===== src/rtl/mem_bus_if.sv =====
// Data-memory request/response bus between the MEM stage and the data memory.
// Variable latency: addr_ok accepts a request, data_ok returns its response.
interface mem_bus_if #(
  parameter int DATA_W = 32,
  parameter int ADDR_W = 32
);
  logic                  data_req;
  logic                  data_wr;
  logic [1:0]            data_size;
  logic [ADDR_W-1:0]     data_addr;
  logic [DATA_W/8-1:0]   data_wstrb;
  logic [DATA_W-1:0]     data_wdata;
  logic                  data_addr_ok;
  logic                  data_data_ok;
  logic [DATA_W-1:0]     data_rdata;

  modport master (
    output data_req, data_wr, data_size,
    output data_addr, data_wstrb, data_wdata,
    input  data_addr_ok, data_data_ok, data_rdata
  );

  modport slave (
    input  data_req, data_wr, data_size,
    input  data_addr, data_wstrb, data_wdata,
    output data_addr_ok, data_data_ok, data_rdata
  );
endinterface


===== src/rtl/mem_stage.sv =====
// MEM pipeline stage: owns the data-memory port, one outstanding request,
// byte/half/word/double loads and stores with misalignment detection.
module mem_stage #(
  parameter int DATA_W = 32,
  parameter int ADDR_W = 32,
  parameter int RF_AW  = 5
) (
  input  logic              clk,
  input  logic              resetn,
  input  logic              ex_to_mem_valid,
  output logic              mem_allowin,
  input  logic [ADDR_W-1:0] ex_pc,
  input  logic [DATA_W-1:0] ex_alu_result,
  input  logic              ex_mem_rd,
  input  logic              ex_mem_wr,
  input  logic [1:0]        ex_mem_size,
  input  logic              ex_mem_unsigned,
  input  logic [DATA_W-1:0] ex_rkd_value,
  input  logic              ex_rf_we,
  input  logic [RF_AW-1:0]  ex_rf_waddr,
  mem_bus_if.master         bus,
  input  logic              wb_allowin,
  output logic              mem_to_wb_valid,
  output logic [ADDR_W-1:0] mem_pc,
  output logic              mem_rf_we,
  output logic [RF_AW-1:0]  mem_rf_waddr,
  output logic [DATA_W-1:0] mem_rf_wdata,
  output logic              mem_ale
);

  localparam int NB    = DATA_W / 8;
  localparam int OFF_W = $clog2(NB);

  typedef enum logic [1:0] {
    S_IDLE,
    S_REQ,
    S_WAIT,
    S_DONE
  } state_t;

  state_t state, state_n;

  logic              mem_valid;
  logic [ADDR_W-1:0] pc_q;
  logic [DATA_W-1:0] alu_q;
  logic              rd_q;
  logic              wr_q;
  logic [1:0]        size_q;
  logic              uns_q;
  logic [DATA_W-1:0] rkd_q;
  logic              rfwe_q;
  logic [RF_AW-1:0]  waddr_q;
  logic [DATA_W-1:0] rdata_q;

  logic              accept;
  logic              ex_go;
  logic              mis_q;
  logic              ready_go;
  logic [DATA_W-1:0] load_data;

  // Size 3 has no legal alignment on a 32-bit bus.
  function automatic logic misal(
    input logic [2:0] a,
    input logic [1:0] sz,
    input logic       memop
  );
    logic m;
    case (sz)
      2'd0:    m = 1'b0;
      2'd1:    m = a[0];
      2'd2:    m = |a[1:0];
      default: m = (DATA_W == 32) | (|a);
    endcase
    return memop & m;
  endfunction

  assign ex_go = (ex_mem_rd | ex_mem_wr) &
                 ~misal(ex_alu_result[2:0],
                        ex_mem_size,
                        ex_mem_rd | ex_mem_wr);
  assign mis_q = misal(alu_q[2:0], size_q, rd_q | wr_q);

  always_comb begin
    ready_go = 1'b0;
    unique case (1'b1)
      state == S_IDLE: ready_go = ~(rd_q | wr_q) | mis_q;
      state == S_DONE: ready_go = 1'b1;
      default:         ready_go = 1'b0;
    endcase
  end

  assign mem_allowin     = ~mem_valid | (ready_go & wb_allowin);
  assign accept          = ex_to_mem_valid & mem_allowin;
  assign mem_to_wb_valid = mem_valid & ready_go;

  always_ff @(posedge clk or negedge resetn) begin
    if (!resetn) begin
      mem_valid <= 1'b0;
      pc_q      <= '0;
      alu_q     <= '0;
      rd_q      <= 1'b0;
      wr_q      <= 1'b0;
      size_q    <= '0;
      uns_q     <= 1'b0;
      rkd_q     <= '0;
      rfwe_q    <= 1'b0;
      waddr_q   <= '0;
      rdata_q   <= '0;
    end else begin
      if (accept) begin
        mem_valid <= 1'b1;
        pc_q      <= ex_pc;
        alu_q     <= ex_alu_result;
        rd_q      <= ex_mem_rd;
        wr_q      <= ex_mem_wr;
        size_q    <= ex_mem_size;
        uns_q     <= ex_mem_unsigned;
        rkd_q     <= ex_rkd_value;
        rfwe_q    <= ex_rf_we;
        waddr_q   <= ex_rf_waddr;
      end else begin
        mem_valid <= mem_valid & ~(ready_go & wb_allowin);
      end
      if (state == S_WAIT && bus.data_data_ok)
        rdata_q <= bus.data_rdata;
    end
  end

  always_ff @(posedge clk or negedge resetn) begin
    if (!resetn) state <= S_IDLE;
    else         state <= state_n;
  end

  always_comb begin
    state_n = state;
    unique case (state)
      S_IDLE: if (accept & ex_go) state_n = S_REQ;
      S_REQ:  if (bus.data_addr_ok) state_n = S_WAIT;
      S_WAIT: if (bus.data_data_ok) state_n = S_DONE;
      S_DONE: if (wb_allowin)
                state_n = (accept & ex_go) ? S_REQ : S_IDLE;
      default: state_n = S_IDLE;
    endcase
  end

  // Request fields come from latched state, so they hold while data_req is up.
  always_comb begin
    int off;
    int sz;
    off = int'(alu_q[OFF_W-1:0]);
    sz  = int'(size_q);
    bus.data_req   = (state == S_REQ);
    bus.data_wr    = wr_q;
    bus.data_size  = size_q;
    bus.data_addr  = ADDR_W'(alu_q);
    bus.data_wstrb = '0;
    bus.data_wdata = '0;
    for (int i = 0; i < NB; i++) begin
      bus.data_wstrb[i] = wr_q & (i >= off) &
                          (i < off + (1 << sz));
      bus.data_wdata[8*i +: 8] =
        rkd_q[8*(i % (1 << sz)) +: 8];
    end
  end

  always_comb begin
    logic [DATA_W-1:0] sh;
    logic [DATA_W-1:0] m;
    logic              sb;
    int                nbits;
    sh    = rdata_q >> (8 * int'(alu_q[OFF_W-1:0]));
    nbits = 8 << int'(size_q);
    m     = '0;
    sb    = 1'b0;
    for (int i = 0; i < DATA_W; i++) begin
      m[i] = (i < nbits);
      if (i == nbits - 1) sb = sh[i];
    end
    load_data = (sh & m) |
                ({DATA_W{~uns_q & sb}} & ~m);
  end

  assign mem_pc       = pc_q;
  assign mem_rf_waddr = waddr_q;
  assign mem_rf_we    = mem_valid & rfwe_q & ~mis_q;
  assign mem_ale      = mem_valid & mis_q;
  assign mem_rf_wdata = rd_q ? load_data : alu_q;

endmodule


===== src/flat_wrapper.sv =====
// flat-port wrapper written by rule: the top's interface ports become plain ports
module mem_stage_flat 
#(
  parameter int DATA_W = 32,
  parameter int ADDR_W = 32,
  parameter int RF_AW  = 5
)
  (clk, resetn, ex_to_mem_valid, mem_allowin, ex_pc, ex_alu_result, ex_mem_rd, ex_mem_wr, ex_mem_size, ex_mem_unsigned, ex_rkd_value, ex_rf_we, ex_rf_waddr, wb_allowin, mem_to_wb_valid, mem_pc, mem_rf_we, mem_rf_waddr, mem_rf_wdata, mem_ale, bus_data_req, bus_data_wr, bus_data_size, bus_data_addr, bus_data_wstrb, bus_data_wdata, bus_data_addr_ok, bus_data_data_ok, bus_data_rdata);
  mem_bus_if #(.DATA_W(DATA_W), .ADDR_W(ADDR_W)) bus_i ();
  input  logic clk;
  input  logic resetn;
  input  logic ex_to_mem_valid;
  output logic mem_allowin;
  input  logic [ADDR_W-1:0] ex_pc;
  input  logic [DATA_W-1:0] ex_alu_result;
  input  logic ex_mem_rd;
  input  logic ex_mem_wr;
  input  logic [1:0] ex_mem_size;
  input  logic ex_mem_unsigned;
  input  logic [DATA_W-1:0] ex_rkd_value;
  input  logic ex_rf_we;
  input  logic [RF_AW-1:0] ex_rf_waddr;
  input  logic wb_allowin;
  output logic mem_to_wb_valid;
  output logic [ADDR_W-1:0] mem_pc;
  output logic mem_rf_we;
  output logic [RF_AW-1:0] mem_rf_waddr;
  output logic [DATA_W-1:0] mem_rf_wdata;
  output logic mem_ale;
  output wire logic [$bits(bus_i.data_req)-1:0] bus_data_req;
  output wire logic [$bits(bus_i.data_wr)-1:0] bus_data_wr;
  output wire logic [$bits(bus_i.data_size)-1:0] bus_data_size;
  output wire logic [$bits(bus_i.data_addr)-1:0] bus_data_addr;
  output wire logic [$bits(bus_i.data_wstrb)-1:0] bus_data_wstrb;
  output wire logic [$bits(bus_i.data_wdata)-1:0] bus_data_wdata;
  input wire logic [$bits(bus_i.data_addr_ok)-1:0] bus_data_addr_ok;
  input wire logic [$bits(bus_i.data_data_ok)-1:0] bus_data_data_ok;
  input wire logic [$bits(bus_i.data_rdata)-1:0] bus_data_rdata;
  assign bus_data_req = bus_i.data_req;
  assign bus_data_wr = bus_i.data_wr;
  assign bus_data_size = bus_i.data_size;
  assign bus_data_addr = bus_i.data_addr;
  assign bus_data_wstrb = bus_i.data_wstrb;
  assign bus_data_wdata = bus_i.data_wdata;
  assign bus_i.data_addr_ok = bus_data_addr_ok;
  assign bus_i.data_data_ok = bus_data_data_ok;
  assign bus_i.data_rdata = bus_data_rdata;
  mem_stage #(.DATA_W(DATA_W), .ADDR_W(ADDR_W), .RF_AW(RF_AW)) u_core (.clk(clk), .resetn(resetn), .ex_to_mem_valid(ex_to_mem_valid), .mem_allowin(mem_allowin), .ex_pc(ex_pc), .ex_alu_result(ex_alu_result), .ex_mem_rd(ex_mem_rd), .ex_mem_wr(ex_mem_wr), .ex_mem_size(ex_mem_size), .ex_mem_unsigned(ex_mem_unsigned), .ex_rkd_value(ex_rkd_value), .ex_rf_we(ex_rf_we), .ex_rf_waddr(ex_rf_waddr), .bus(bus_i), .wb_allowin(wb_allowin), .mem_to_wb_valid(mem_to_wb_valid), .mem_pc(mem_pc), .mem_rf_we(mem_rf_we), .mem_rf_waddr(mem_rf_waddr), .mem_rf_wdata(mem_rf_wdata), .mem_ale(mem_ale));
endmodule

===== config.mk =====
export PLATFORM = sky130hd
export DESIGN_NAME = mem_stage_flat
export DESIGN_NICKNAME = d
export VERILOG_FILES = /design/src/rtl/mem_bus_if.sv /design/src/rtl/mem_stage.sv /design/src/flat_wrapper.sv
export SDC_FILE = /design/constraint.sdc
export NUM_CORES = 1
export LEC_CHECK = 0
export CAP_MARGIN = 40
export CORE_MARGIN = 8
export CORE_UTILIZATION = 46
export CTS_CLUSTER_DIAMETER = 150
export CTS_CLUSTER_SIZE = 10
export DETAILED_ROUTE_END_ITERATION = 8
export GPL_TIMING_DRIVEN = 1
export PLACE_DENSITY = 0.86
export SETUP_SLACK_MARGIN = 0.4
export SYNTH_ARGS = -nofsm -noshare
export SYNTH_HDL_FRONTEND = slang
export SYNTH_SLANG_ARGS = --single-unit

===== constraint.sdc =====
create_clock -name clk -period 6.2 [get_ports clk]
set_clock_uncertainty 0.15 [all_clocks]
set_input_delay 1.24 -clock clk [delete_from_list [all_inputs] [get_ports clk]]
set_output_delay 1.24 -clock clk [all_outputs]
set_load 0.02 [all_outputs]

Word level (Yosys, flattened, before mapping):

Index checks and enable logic that the tools add are counted.

* reduce and logical (&&, ||, !) cells: 8
* divide/modulo/power cells: 4
* equal/unequal tests: 42
* multipliers: 0
* shifts and indexed selects: 7
* magnitude comparators: 39
* multiplexer cells: 43
* bitwise operators: 33
* add/sub/neg operators: 2

Operators by type and width (number)
* equality test 6 x 32 -> 1 bit (first input constant): 16
* less-than comparator 6 x 32 -> 1 bit (first input constant): 16
* equality test 5 x 32 -> 1 bit (first input constant): 8
* less-than comparator 5 x 32 -> 1 bit (first input constant): 8
* equality test 4 x 32 -> 1 bit (first input constant): 4
* less-than comparator 3 x 32 -> 1 bit (first input constant): 4
* less-than comparator 4 x 32 -> 1 bit (first input constant): 4
* indexed part select 32 x 32 -> 8 bit: 4
* bitwise AND 32 bit: 2
* equality test 3 x 32 -> 1 bit (first input constant): 2
* less-than comparator 1 x 32 -> 1 bit (first input constant): 2
* less-than comparator 2 x 32 -> 1 bit (first input constant): 2
* remainder unit 3 x 32 -> 32 bit (first input constant): 2
* 2-to-1 mux 1 bit: 34
* adder 3 x 32 -> 32 bit: 1
* equality test 2 x 32 -> 1 bit (first input constant): 1
* logical NOT 32 bit: 1
* remainder unit 1 x 32 -> 32 bit (first input constant): 1
* remainder unit 2 x 32 -> 32 bit (first input constant): 1
* 2-to-1 mux 32 bit: 1
* NOT 32 bit: 1
* bitwise OR 32 bit: 1
* << shifter 1 x 2 -> 32 bit (first input constant): 1
* << shifter 4 x 2 -> 32 bit (first input constant): 1
* other kinds (19): 60

* memories kept: 0
* bits in latches: 0
* memory bits (writable): 0
* register bits: 142
* bits in read-only memories: 0
* word-level logic and storage cells: 190

Longest topological paths before layout:

* depth after elaboration: 39
* mapped depth: 15
* depth with buffers taken out: 11

Worst setup path after synthesis:

Ideal clock, no wire load.

* path type: reg2out
* start: register u_core.size_q[0], in the netlist u_core.bus.data_size[0]
* end: output bus_data_wdata[4]
* required time: 4.810 ns
* arrival time: 3.712 ns
* buffers on the path: 3
* cell stages (with the launch flop): 15
* path slack: 1.098 ns
* path through: dfrtp_1 inv_1 ha_1 buf_6 inv_1 clkbuf_1 ha_1 or3b_1 a211oi_1 o2111ai_1 nor3b_2 a21oi_4 buf_8 mux2i_1 o22ai_1

* cells in the longest elaborated chain, start to end: 3

RTL lines
* start, declared: RTL line mem_stage.sv:48 `logic [1:0] size_q;`
* start signal, assigned: RTL line mem_stage.sv:116 `size_q <= ex_mem_size;`
* << shifter 1 x 2 -> 32 bit: RTL line mem_stage.sv:162 `rkd_q[8*(i % (1 << sz)) +: 8];`
* remainder unit 1 x 32 -> 32 bit: RTL line mem_stage.sv:162
* indexed part select 32 x 32 -> 8 bit: RTL line mem_stage.sv:162
* end, declared: RTL line flat_wrapper.sv:35 `output wire logic [$bits(bus_i.data_wdata)-1:0] bus_data_wdata;`

No other way between the ends.

Final worst setup path:

* start: register u_core.size_q[0], in the netlist u_core.bus.data_size[0]
* end: output bus_data_wdata[22]

* cells in the longest elaborated chain, start to end: 3

RTL lines (RTL line)
* << shifter 1 x 2 -> 32 bit: mem_stage.sv:162
* remainder unit 3 x 32 -> 32 bit: mem_stage.sv:162
* indexed part select 32 x 32 -> 8 bit: mem_stage.sv:162

No other way between the ends.

==> out/metrics.yaml <==
status:
  status: "finished, final reports clean"
worst_setup_path:
  worstSetupEndpoint: "bus_data_wdata[22]"
  end_kind: "output port"
  crit_type: "reg2out"
  critPathLaunchType: "register"
  required_ns: 4.81
  r2r-start: "u_core.bus.data_size[0]"
  critPathMaxFanout: 16
  slowest_stage: "clkdlybuf4s50_1"
  timing.rr.end: "u_core.bus.data_addr[24]"
  slowest_delay_ns: 0.69
  crit_chain: "inv_1 > ha_2 > inv_1 > buf_4 > ha_1 > and2b_2 > a21oi_1 > nor3_1 > a221oi_1 > a21o_1 > a221oi_1 > nor3_1 > clkdlybuf4s50_1"
  crit_arrival_ns: 4.14
  crit_family: "buffers and inverters"
  critical_path_depth: 13
  regToRegSetupSlack_ns: 3.09
  startpoint: "u_core.bus.data_size[0]"
  r2r_cells: 7
  path_buf_inv: 4
global_route:
  antenna_found_initial: 2
  grt_usage_pct: 23.8
  grt_max_degree: 66
  grt.overflow.total: 0
  grt_first_pass_wirelength_um: 41300
  grt_pass1_vias: 7241
logic_synthesis:
  ys.flop_type: "dfrtp_1"
  seq_area_frac_synth_pct: 43.3
  synth.distinct_cells: 63
  syn-cell-area_um2: 8200
  avgSynthCellArea_um2: 11.6
  synth_cells: 705
  synthesis.nets: 872
  ys_ff_latch: 142
  yosysWarnings: 0
  synth_edf_count: 0
  synthArstFlopShare_pct: 100
power:
  finalPower_w: 0.00874
  power_leakage_nw: 4.91
  vdd.ir_drop.worst_mv: 0.539
  p_per_area_nw_per_um2: 732
sta:
  maxSlewHeadroom_pct: 36.7
  period_needed_ns: 5.53
  setup_viol: 0
  fmax_mhz: 181
  maxSlewViolCount: 0
  hold_ws_ns: 0.354
  timing_worst_slew_pin_value_ns: 0.950
  finalSetupTns_ns: 0
  hold_violations: 0
  grt_setup_unrepaired: "false"
  min_period_over_period_pct: 89.2
floorplan:
  die_h_um: 149
  coreArea_um2: 17700
  start_util_pct: 46.3
  ioPinCount: 290
  die_area_um2: 22300
  chipWidth_um: 149
  row_count: 49
drt:
  routedWlPerCell_um: 21.8
  drt_first_iter_violations: 657
  vias: 6970
  firstDrtPassIters: 5
  wl_um: 26800
  drc: 0
  viasPerCell: 5.68
  final_antenna_net_count: 0
clocking:
  cts_tree: "built"
  clkSlewWorstSetupHoldPaths_ns: 0.06
  clk_latency_ns: 0.42
  cts_buffer_depth: 2
  cts_hold_buf: 0
  cts-root-buf: "clkbuf_16"
  cts.sinks: 142
  cts.htree.levels: 4
  cts_buffers: 17
hold_path:
  hold_depth: 1
  hold_class: "reg2reg"
layout:
  final_nets: 1151
  mostFrequentLayoutCells: "clkdlybuf4s50_1 (288), mux2_2 (147), dfrtp_1 (141), nand2_1 (60)"
  final_common_cell: "clkdlybuf4s50_1"
  drive_gt1_share_pct: 23.7
  area_growth_pct: 45.7
job:
  cap_viol_max_count: 0
place:
  gp_congestion: 0.869
  hpwl_um: 19700
  io_buffers: 289
routing by layer:
layer	wire length [um]	GRT usage (%)
met4	891	9.79
met2	13400	39.6
met5	0	0
met1	10200	27.8
met3	2340	7.77
synth_stat cells, types with 2 or more instances:
| cell type | instances | share of area (%) |
|---|---|---|
| mux2_2 | 147 | 20 |
| and3_1 | 2 | 0.15 |
| buf_2 | 14 | 0.85 |
| a31oi_1 | 9 | 0.69 |
| dfrtp_1 | 142 | 43 |
| nor2_1 | 31 | 1.4 |
| buf_1 | 6 | 0.27 |
| buf_4 | 2 | 0.18 |
| nand2_1 | 60 | 2.7 |
| a221oi_1 | 26 | 2.8 |
| a31o_2 | 5 | 0.53 |
| ha_1 | 21 | 3.2 |
| o21a_1 | 4 | 0.37 |
| nor3b_2 | 2 | 0.31 |
| o21ai_1 | 2 | 0.12 |
| o22a_1 | 7 | 0.75 |
| clkbuf_1 | 16 | 0.73 |
| and2b_2 | 4 | 0.43 |
| mux4_2 | 17 | 4.7 |
| mux2i_1 | 31 | 3.8 |
| or2_2 | 2 | 0.15 |
| buf_6 | 2 | 0.27 |
| o21ai_0 | 14 | 0.85 |
| nand3_1 | 2 | 0.12 |
| nor3_1 | 14 | 0.85 |
| clkbuf_8 | 2 | 0.34 |
| inv_1 | 23 | 1.1 |
| nand4_1 | 2 | 0.15 |
| a21oi_1 | 11 | 0.67 |
| nor2b_1 | 16 | 1.2 |
| o22ai_1 | 18 | 1.4 |
| and2_1 | 10 | 0.76 |
| nand2b_1 | 8 | 0.61 |
| o211ai_1 | 2 | 0.18 |
| a211o_1 | 2 | 0.21 |
| o2111ai_1 | 2 | 0.21 |
flip-flops by register name, indices dropped and copies added (netlist names):
signal and count:
u_core.mem_pc 32, u_core.uns_q 1, u_core.bus.data_wr 1, u_core.rd_q 1, u_core.rdata_q 32, u_core.state 2
u_core.mem_valid 1, u_core.bus.data_addr 32, u_core.rkd_q 32, u_core.bus.data_size 2, u_core.rfwe_q 1, u_core.mem_rf_waddr 5
what timing repair did:
item	in CTS	in global routing
gates resized for setup	0	1
endpoints found under the hold margin	0	0
setup endpoints to repair	0	8
setup buffers	0	1
worst register-to-register path, stage by stage, from the launching register on:
cell,delay (ns)
dfrtp_1,0.46
inv_1,0.14
ha_1,0.36
a21oi_1,0.22
o221ai_1,0.24
a31oi_4,0.25
buf_4,0.67
mux2_2,0.50
cells by family (layout without fill, tap and decap cells):
family	after synthesis	after routing	share of synthesized area, %
muxes	195	195	28.6
and+or+nand+nor	160	160	9.71
DFF	142	142	43.3
AOI/OAI and AO/OA	117	117	10.8
buffers and inverters	67	359	3.94
adders and majority gates	22	22	3.45
other	1	3	0.0457
xor gates and xnor gates	1	1	0.107
stage by stage:
stage	util [%]	instance area [um^2]	setup WS (ns)	instances
finish	67.4	11900	0.670	1228
global route	67.4	11900	0.455	1228
CTS	67.3	11900	0.422	1225
detailed placement	63.7	11300	0.865	1193
global placement	63.4	11200	1.09	1190
floorplan	-	8200	1.10	705
power breakdown:
part           internal, W  total, W  switching, W
registers          0.00141   0.00185      0.000440
clock network     0.000665   0.00110      0.000437
logic              0.00282   0.00579       0.00296
worst min-delay path by stage:
stage                            from                     end  slack [ns]
6_report       u_core.mem_rf_waddr[2]  u_core.mem_rf_waddr[2]        0.35
2_1_floorplan           u_core.rfwe_q           u_core.rfwe_q        0.32
4_1_cts              u_core.mem_pc[0]        u_core.mem_pc[0]        0.36
3_5_place_dp         u_core.mem_pc[0]        u_core.mem_pc[0]        0.34
5_1_grt        u_core.mem_rf_waddr[4]  u_core.mem_rf_waddr[4]        0.37
3_3_place_gp         u_core.mem_pc[0]        u_core.mem_pc[0]        0.34
cell type report:
type                            instances  area [um^2]
Antenna cell                            2         5.00
Inverter                               24         90.1
Sequential cell                       142         3550
Clock buffer                           19          453
Timing Repair Buffer                  303         3040
Fill cell                            1340         5770
Clock inverter                         13          176
Tap cell                              229          287
Multi-Input combinational cell        496         4340
Power figures use the tool's default switching activity.
